<file path="config.mk">
export PLATFORM = sky130hd
export DESIGN_NAME = irq_arbiter
export DESIGN_NICKNAME = d
export VERILOG_FILES = /design/src/rtl/irq_arbiter.sv
export SDC_FILE = /design/constraint.sdc
export NUM_CORES = 1
export LEC_CHECK = 0
export CAP_MARGIN = 10
export CORE_UTILIZATION = 51
export DETAILED_ROUTE_END_ITERATION = 12
export PLACE_DENSITY = 0.94
export SETUP_SLACK_MARGIN = 0.15
export SYNTH_ARGS = -nofsm -noshare
export SYNTH_HDL_FRONTEND = slang
export SYNTH_SLANG_ARGS = --single-unit
</file>
<file path="constraint.sdc">
create_clock -name clk_i -period 6.3 [get_ports clk_i]
set_clock_uncertainty 0.05 [all_clocks]
set_input_delay 1.89 -clock clk_i [delete_from_list [all_inputs] [get_ports clk_i]]
set_output_delay 1.89 -clock clk_i [all_outputs]
set_load 0.005 [all_outputs]
</file>
<file path="src/rtl/irq_arbiter.sv">
// Fixed-priority interrupt arbiter: synchronises raw lines, latches rising
// edges as pending, and holds one registered request until the core returns.
module irq_arbiter #(
  parameter int IRQ_NUM     = 16,
  parameter int SYNC_STAGES = 2
) (
  input  logic               clk_i,
  input  logic               rst_i,
  input  logic [IRQ_NUM-1:0] irq_lines_i,
  input  logic [IRQ_NUM-1:0] irq_mask_i,
  input  logic               irq_ret_i,
  output logic               irq_req_o,
  output logic [4:0]         irq_id_o,
  output logic [IRQ_NUM-1:0] irq_ack_o,
  output logic [IRQ_NUM-1:0] pending_o
);

  typedef enum logic {
    IDLE = 1'b0,
    BUSY = 1'b1
  } state_e;

  logic [IRQ_NUM-1:0] sync_q [SYNC_STAGES];
  logic [IRQ_NUM-1:0] prev_q;
  logic [IRQ_NUM-1:0] rise;
  logic [IRQ_NUM-1:0] pending_q, pending_d;
  logic [IRQ_NUM-1:0] cand;
  logic [IRQ_NUM-1:0] id_onehot;
  logic [IRQ_NUM-1:0] clr;
  logic [IRQ_NUM-1:0] ack_q, ack_d;
  logic [4:0]         winner;
  logic [4:0]         id_q, id_d;
  state_e             state_q, state_d;

  // NOTE: sequential state uses non-blocking assignments so every flop samples
  // the pre-edge values and the synchroniser chain shifts by exactly one stage.
  always_ff @(posedge clk_i or posedge rst_i) begin
    if (rst_i) begin
      for (int s = 0; s < SYNC_STAGES; s++) sync_q[s] <= '0;
      prev_q <= '0;
    end else begin
      sync_q[0] <= irq_lines_i;
      for (int s = 1; s < SYNC_STAGES; s++) sync_q[s] <= sync_q[s-1];
      prev_q <= sync_q[SYNC_STAGES-1];
    end
  end

  assign rise = sync_q[SYNC_STAGES-1] & ~prev_q;
  assign cand = pending_q & irq_mask_i;

  // Lowest set index wins; scanning downward lets the last hit be the lowest.
  always_comb begin
    winner = '0;
    for (int i = IRQ_NUM - 1; i >= 0; i--) begin
      if (cand[i]) winner = 5'(i);
    end
  end

  always_comb begin
    id_onehot = '0;
    for (int i = 0; i < IRQ_NUM; i++) begin
      id_onehot[i] = (id_q == 5'(i));
    end
  end

  // A fresh edge in the clearing cycle re-sets the bit, so no event is lost.
  assign clr       = (state_q == BUSY && irq_ret_i) ? id_onehot : '0;
  assign pending_d = rise | (pending_q & ~clr);

  // NOTE: every output of this block gets a default first so no path through
  // the case statement leaves a signal unassigned and infers a latch.
  always_comb begin
    state_d = state_q;
    id_d    = id_q;
    ack_d   = '0;
    case (state_q)
      IDLE: begin
        if (|cand) begin
          state_d = BUSY;
          id_d    = winner;
        end
      end
      BUSY: begin
        if (irq_ret_i) begin
          state_d = IDLE;
          ack_d   = id_onehot;
        end
      end
      default: state_d = IDLE;
    endcase
  end

  always_ff @(posedge clk_i or posedge rst_i) begin
    if (rst_i) begin
      state_q   <= IDLE;
      id_q      <= '0;
      ack_q     <= '0;
      pending_q <= '0;
    end else begin
      state_q   <= state_d;
      id_q      <= id_d;
      ack_q     <= ack_d;
      pending_q <= pending_d;
    end
  end

  assign irq_req_o = (state_q == BUSY);
  assign irq_id_o  = id_q;
  assign irq_ack_o = ack_q;
  assign pending_o = pending_q;

endmodule
</file>
== After elaboration in Yosys (flattened, before gate mapping) ==
Index checks and enable logic that the tools add are counted.

* Bits in registers: 86
* Bits in latches: 0
* RAM bits: 0
* Bits in read-only memories: 0
* Input bits: 35
* Output and inout bits: 38
* Logic and storage cells: 55
* Memories: 0

* Add/subtract/negate cells: 0
* Multiply operators: 0
* Divide/modulo/power cells: 0
* $lt $le $gt $ge: 0
* Equal/unequal tests: 15
* Shift operators: 0
* Muxes and demuxes: 22
* Bitwise gates (word level): 7
* Reduce and logical (&&, ||, !) cells: 4

{| class="wikitable"
|+ Operator list
! operator !! count
|-
| 2-to-1 mux 5 bit || 15
|-
| bitwise AND 16 bit || 3
|-
| 2-to-1 mux 16 bit || 3
|-
| equality test 5 x 4 -> 1 bit (second input constant) || 8
|-
| NOT 16 bit || 2
|-
| equality test 5 x 3 -> 1 bit (second input constant) || 4
|-
| OR 16 bit || 1
|-
| OR reduction 16 bit || 1
|-
| equality test 5 x 2 -> 1 bit (second input constant) || 2
|-
| equality test 5 x 1 -> 1 bit (second input constant) || 1
|-
| logical NOT 5 bit || 1
|-
| 2-to-1 mux 4 bit || 1
|-
| 2-to-1 mux 1 bit || 2
|-
| case mux 1 bit (2 select lines) || 1
|-
| AND reduction 2 bit || 1
|-
| logical AND 1 bit || 1
|-
| NOT 1 bit || 1
|}

== Logic depth before layout (Yosys ltp) ==
* Depth in word-level cells: 17
* Gate-level depth with buffers: 6

== Least setup slack after synthesis ==
Ideal clock, no wire load.

* Kind: in2reg
* From: in irq_mask_i[12]
* To: reg id_q[0] (netlist: irq_id_o[0])
* Setup time: 0.079 ns
* Arrival: 2.688 ns
* Data required time: 6.171 ns
* Slack: 3.482 ns
* Stages on the path: 4
* Buffers on the path: 0
* Path through: a22o_1 nor3_1 a21o_1 mux2i_1

* Word-level cells in the longest chain between the ends: 14
* Elaborated cells on any way between the ends: 16
* Those cells by class: mux (13); bitwise (1); reduce/logical (2)

{| class="wikitable"
|+ Ends and longest elaborated chain
! item !! line !! RTL
|-
| start: declaration || 10 || <nowiki>input logic [IRQ_NUM-1:0] irq_mask_i,</nowiki>
|-
| bitwise AND 16 bit * || 49 || <nowiki>assign cand = pending_q & irq_mask_i;</nowiki>
|-
| 2-to-1 mux 5 bit (13 in a row) || 55 || <nowiki>if (cand[i]) winner = 5'(i);</nowiki>
|-
| end signal: assignment || 101 || <nowiki>id_q <= id_d;</nowiki>
|-
| end: declaration || 32 || <nowiki>logic [4:0] id_q, id_d;</nowiki>
|}

Every way passes the cells marked *; elsewhere a longest branch is shown, timed or not.
A chain may end at the register's enable or synchronous reset.

== Final worst setup path ==
* From: reg id_q[1] (netlist: irq_id_o[1])
* To: out irq_id_o[1]

{| class="wikitable"
|+ RTL lines
! item !! line !! RTL
|-
| end: declaration || 13 || <nowiki>output logic [4:0] irq_id_o,</nowiki>
|}

No word-level cell between the ends.

==> summary.txt <==
SYNTH
--------------------------------------------------------------------------------------------------------
Share of synthesized area occupied by flip-flops and latches ..............................        75.7%
Number of synthesized flops with an enable pin ............................................            0
Distinct cells, synth .....................................................................           34
Post-synthesis cell area ..................................................................     2810 um2
Top_reg_cell synth ........................................................................ sky130_fd_sc_hd__dfrtp_1
Post-synth ARST share .....................................................................         100%
Flop and latch count out of synthesis .....................................................           85
Post-Syn Instances ........................................................................          217
Synthesized netlist net count .............................................................          252
Synth warn ................................................................................            0
Mean instance size in the synthesized netlist .............................................     13.0 um2

TIMING
--------------------------------------------------------------------------------------------------------
Total count of max-transition violations in the final report ..............................            0
Setup TNS after final layout ..............................................................         0 ns
Shortest clock period the worst path allows after layout ..................................      3.42 ns
Hold Vio Cnt, Final .......................................................................            0
Final setup slack of the worst path .......................................................      2.88 ns
RSZ-0062 raised after global routing ......................................................           no
Portion of the clock cycle consumed by the worst path in the final layout .................        54.3%
Transition time at the pin with the least slew margin .....................................     0.637 ns
Worst relative slew slack .................................................................        57.5%
Maximum clock frequency ...................................................................      292 MHz
Final setup violation count ...............................................................            0

ROUTE
--------------------------------------------------------------------------------------------------------
Wire length per cell ......................................................................      15.3 um
Total wire length after detailed routing ..................................................      5690 um
Average via count per standard cell .......................................................         5.22
Number of routed nets with antenna violations .............................................            0
Starting DRT DRC Count ....................................................................          174
DRC Markers ...............................................................................            0
Total vias in the final route .............................................................        1,937
Length of the first detailed-routing pass in iterations ...................................            5

FLOORPLAN
--------------------------------------------------------------------------------------------------------
Ports .....................................................................................           73
Die Y .....................................................................................      76.2 um
Die Area ..................................................................................     5810 um2
Initial standard-cell utilization of the core .............................................        54.0%
Core region area ..........................................................................     5200 um2
Width of the chip .........................................................................      76.2 um
Number of placement rows ..................................................................           26

PLACEMENT
--------------------------------------------------------------------------------------------------------
Count of input and output buffers .........................................................           71
Routability Congestion ....................................................................        0.922
Total placed cells including tap cells ....................................................          355
Worst setup timing slack at the placement stage ...........................................      2.82 ns
Half-perimeter wire length of the detailed placement result ...............................      3880 um
Standard cell area after detailed placement ...............................................     3580 um2

CTS
--------------------------------------------------------------------------------------------------------
Hold_buf cts ..............................................................................            0
Post-CTS setup buffer count ...............................................................            0
CTS root buf .............................................................................. sky130_fd_sc_hd__clkbuf_8
Clock sinks ...............................................................................           85
CTS tree ..................................................................................          yes
# resized after CTS .......................................................................            0
Max Buffers Root-to-Sink ..................................................................            2
Inserted Clock Buffers ....................................................................            9
Clock Latency Late Sink ...................................................................      0.35 ns
Post-CTS clock slew at the launch and capture registers of the worst setup and hold paths .      0.08 ns
Maximum level of the CTS H-tree ...........................................................            3

GRT
--------------------------------------------------------------------------------------------------------
Number of global-route vias before repair .................................................        2,021
Largest net degree at the start of global routing .........................................           47
Aggregate global routing overflow .........................................................            0
Gr usage total ............................................................................        22.0%
Antenna violations before repair ..........................................................            0
Global-route wire length before repair ....................................................      9490 um

WORST SETUP PATH
--------------------------------------------------------------------------------------------------------
Kind of critical path ..................................................................... flip-flop to primary output
Startpoint Class ..........................................................................    flip-flop
Critical path required time ...............................................................      4.36 ns
List of cells traversed by the critical path .............................................. clkdlybuf4s50_1
Element type at the critical path end ..................................................... primary output
Arrival @ worst endpoint ..................................................................      1.48 ns
Buffer and inverter count on the worst path ...............................................            1
Crit-path max FO ..........................................................................            9
Worst path slowest cell ................................................................... sky130_fd_sc_hd__dfrtp_1
CP max stage delay ........................................................................      0.57 ns
Delay-heaviest family, CP .................................................................   flip-flops

POWER
--------------------------------------------------------------------------------------------------------
Worst supply voltage drop on vdd ..........................................................   0.000225 V
Total Power ...............................................................................    0.00140 W
Static leakage power ......................................................................      1.72 nW
Total power divided by cell area ..........................................................   366 nW/um2

CELLS AND AREA
--------------------------------------------------------------------------------------------------------
Post-Layout Inst Area .....................................................................     3820 um2
Post-layout nets ..........................................................................          331
Diode insertion count for antenna repair ..................................................            0
Filler instances ..........................................................................          354
Post-Layout Cell Count ....................................................................          371
Post-synthesis to final-layout area growth ................................................        36.0%
Share of layout cells above drive strength 1 ..............................................        6.31%

RUN STATUS
--------------------------------------------------------------------------------------------------------
Result of the run ......................................................................... finished clean

RUN
--------------------------------------------------------------------------------------------------------
Number of max-cap violations ..............................................................            0

MIN PATH
--------------------------------------------------------------------------------------------------------
Worst Hold Class .......................................................................... flip-flop to flip-flop

==> logic make-up (layout without fill, tap and decap cells) <==
| family | Yosys count | count (layout) | synth area share (%) |
|---|---|---|---|
| AO/OA/AOI/OAI | 53 | 53 | 11.3 |
| AND/OR/NAND/NOR | 50 | 50 | 8.23 |
| buffers and inverters | 27 | 111 | 4.27 |
| multiplexers | 1 | 1 | 0.356 |
| other | 1 | 1 | 0.133 |
| flip-flops | 85 | 85 | 75.7 |
==> area by class of cell <==
cell class | instances | area (um2) | share of cell area [%]
Sequential cell | 85 | 2130 | 55.6
Timing Repair Buffer | 72 | 718 | 18.8
Multi-Input combinational cell | 105 | 564 | 14.8
Clock buffer | 10 | 128 | 3.34
Clock inverter | 6 | 111 | 2.91
Inverter | 23 | 87.6 | 2.29
Tap cell | 70 | 87.6 | 2.29
==> synthesized netlist by cell type, drive strengths merged, types with 2 or more instances <==
master | count | share of area, %
nand4 | 2 | 0.44
o21ai | 28 | 5.0
nand2 | 20 | 2.8
a21oi | 5 | 0.89
o22ai | 4 | 0.89
inv | 23 | 3.1
nor2 | 15 | 2.0
dfrtp | 85 | 76
nand3 | 2 | 0.36
buf | 3 | 1.1
a22o | 2 | 0.62
nor3 | 6 | 1.5
a22oi | 5 | 1.3
==> through the flow <==
step                hold slack, ns  util (%)
finish                       0.299      73.5
global placement             0.282      68.9
CTS                          0.302      73.5
detailed placement           0.285      68.9
global route                 0.309      73.5
floorplan                    0.281         -
==> path summary, 6_finish.rpt <==
kind / start / end / slack [ns] / cells past startpoint
worst max-delay path: irq_id_o[1]$_DFFE_PP0P_ / irq_id_o[1] / 2.88 / 1
max in group asynchronous: rst_i / prev_q[12]$_DFF_PP0_ / 3.37 / 3
worst min-delay path: sync_q[23]$_DFF_PP0_ / sync_q[7]$_DFF_PP0_ / 0.30 / 0
worst max register to register: pending_o[11]$_DFF_PP0_ / irq_id_o[0]$_DFFE_PP0P_ / 4.68 / 5
min in group asynchronous: rst_i / sync_q[24]$_DFF_PP0_ / 1.88 / 2
worst min register to register: sync_q[23]$_DFF_PP0_ / sync_q[7]$_DFF_PP0_ / 0.30 / 0
==> placed cells by master (no fill, tap or decap), drive strengths merged, types with 2 or more instances in the layout <==
| cell | synthesis | final |
|---|---|---|
| inv | 23 | 22 |
| clkinv | 0 | 3 |
| a21oi | 5 | 5 |
| nand3 | 2 | 2 |
| nor2 | 15 | 15 |
| clkbuf | 1 | 10 |
| nor3 | 6 | 6 |
| nand4 | 2 | 2 |
| dfrtp | 85 | 85 |
| o22ai | 4 | 4 |
| a22o | 2 | 2 |
| clkdlybuf4s50 | 0 | 71 |
| o21ai | 28 | 28 |
| bufinv | 0 | 3 |
| a22oi | 5 | 5 |
| nand2 | 20 | 20 |
==> state kept, by name, indices dropped and copies added, names as in the netlist <==
register and flops:
irq_ack_o 16, irq_id_o 4, irq_req_o 1, pending_o 16, prev_q 16, sync_q 32
==> where the power goes <==
part	switching, W	internal (W)
sequential	0.0000754	0.000608
combinational	0.000125	0.000149
clock	0.000178	0.000263
==> routing by layer <==
| metal | part of all wire (%) | vias up | global-route usage, % |
|---|---|---|---|
| met5 | 0 | - | 0 |
| met4 | 3.0 | 0 | 12.7 |
| met3 | 5.4 | 20 | 4.79 |
| met2 | 54 | 87 | 38.1 |
| met1 | 37 | 941 | 25.3 |
| li1 | - | 889 | - |
No activity file was read; power rests on OpenSTA's default activity.
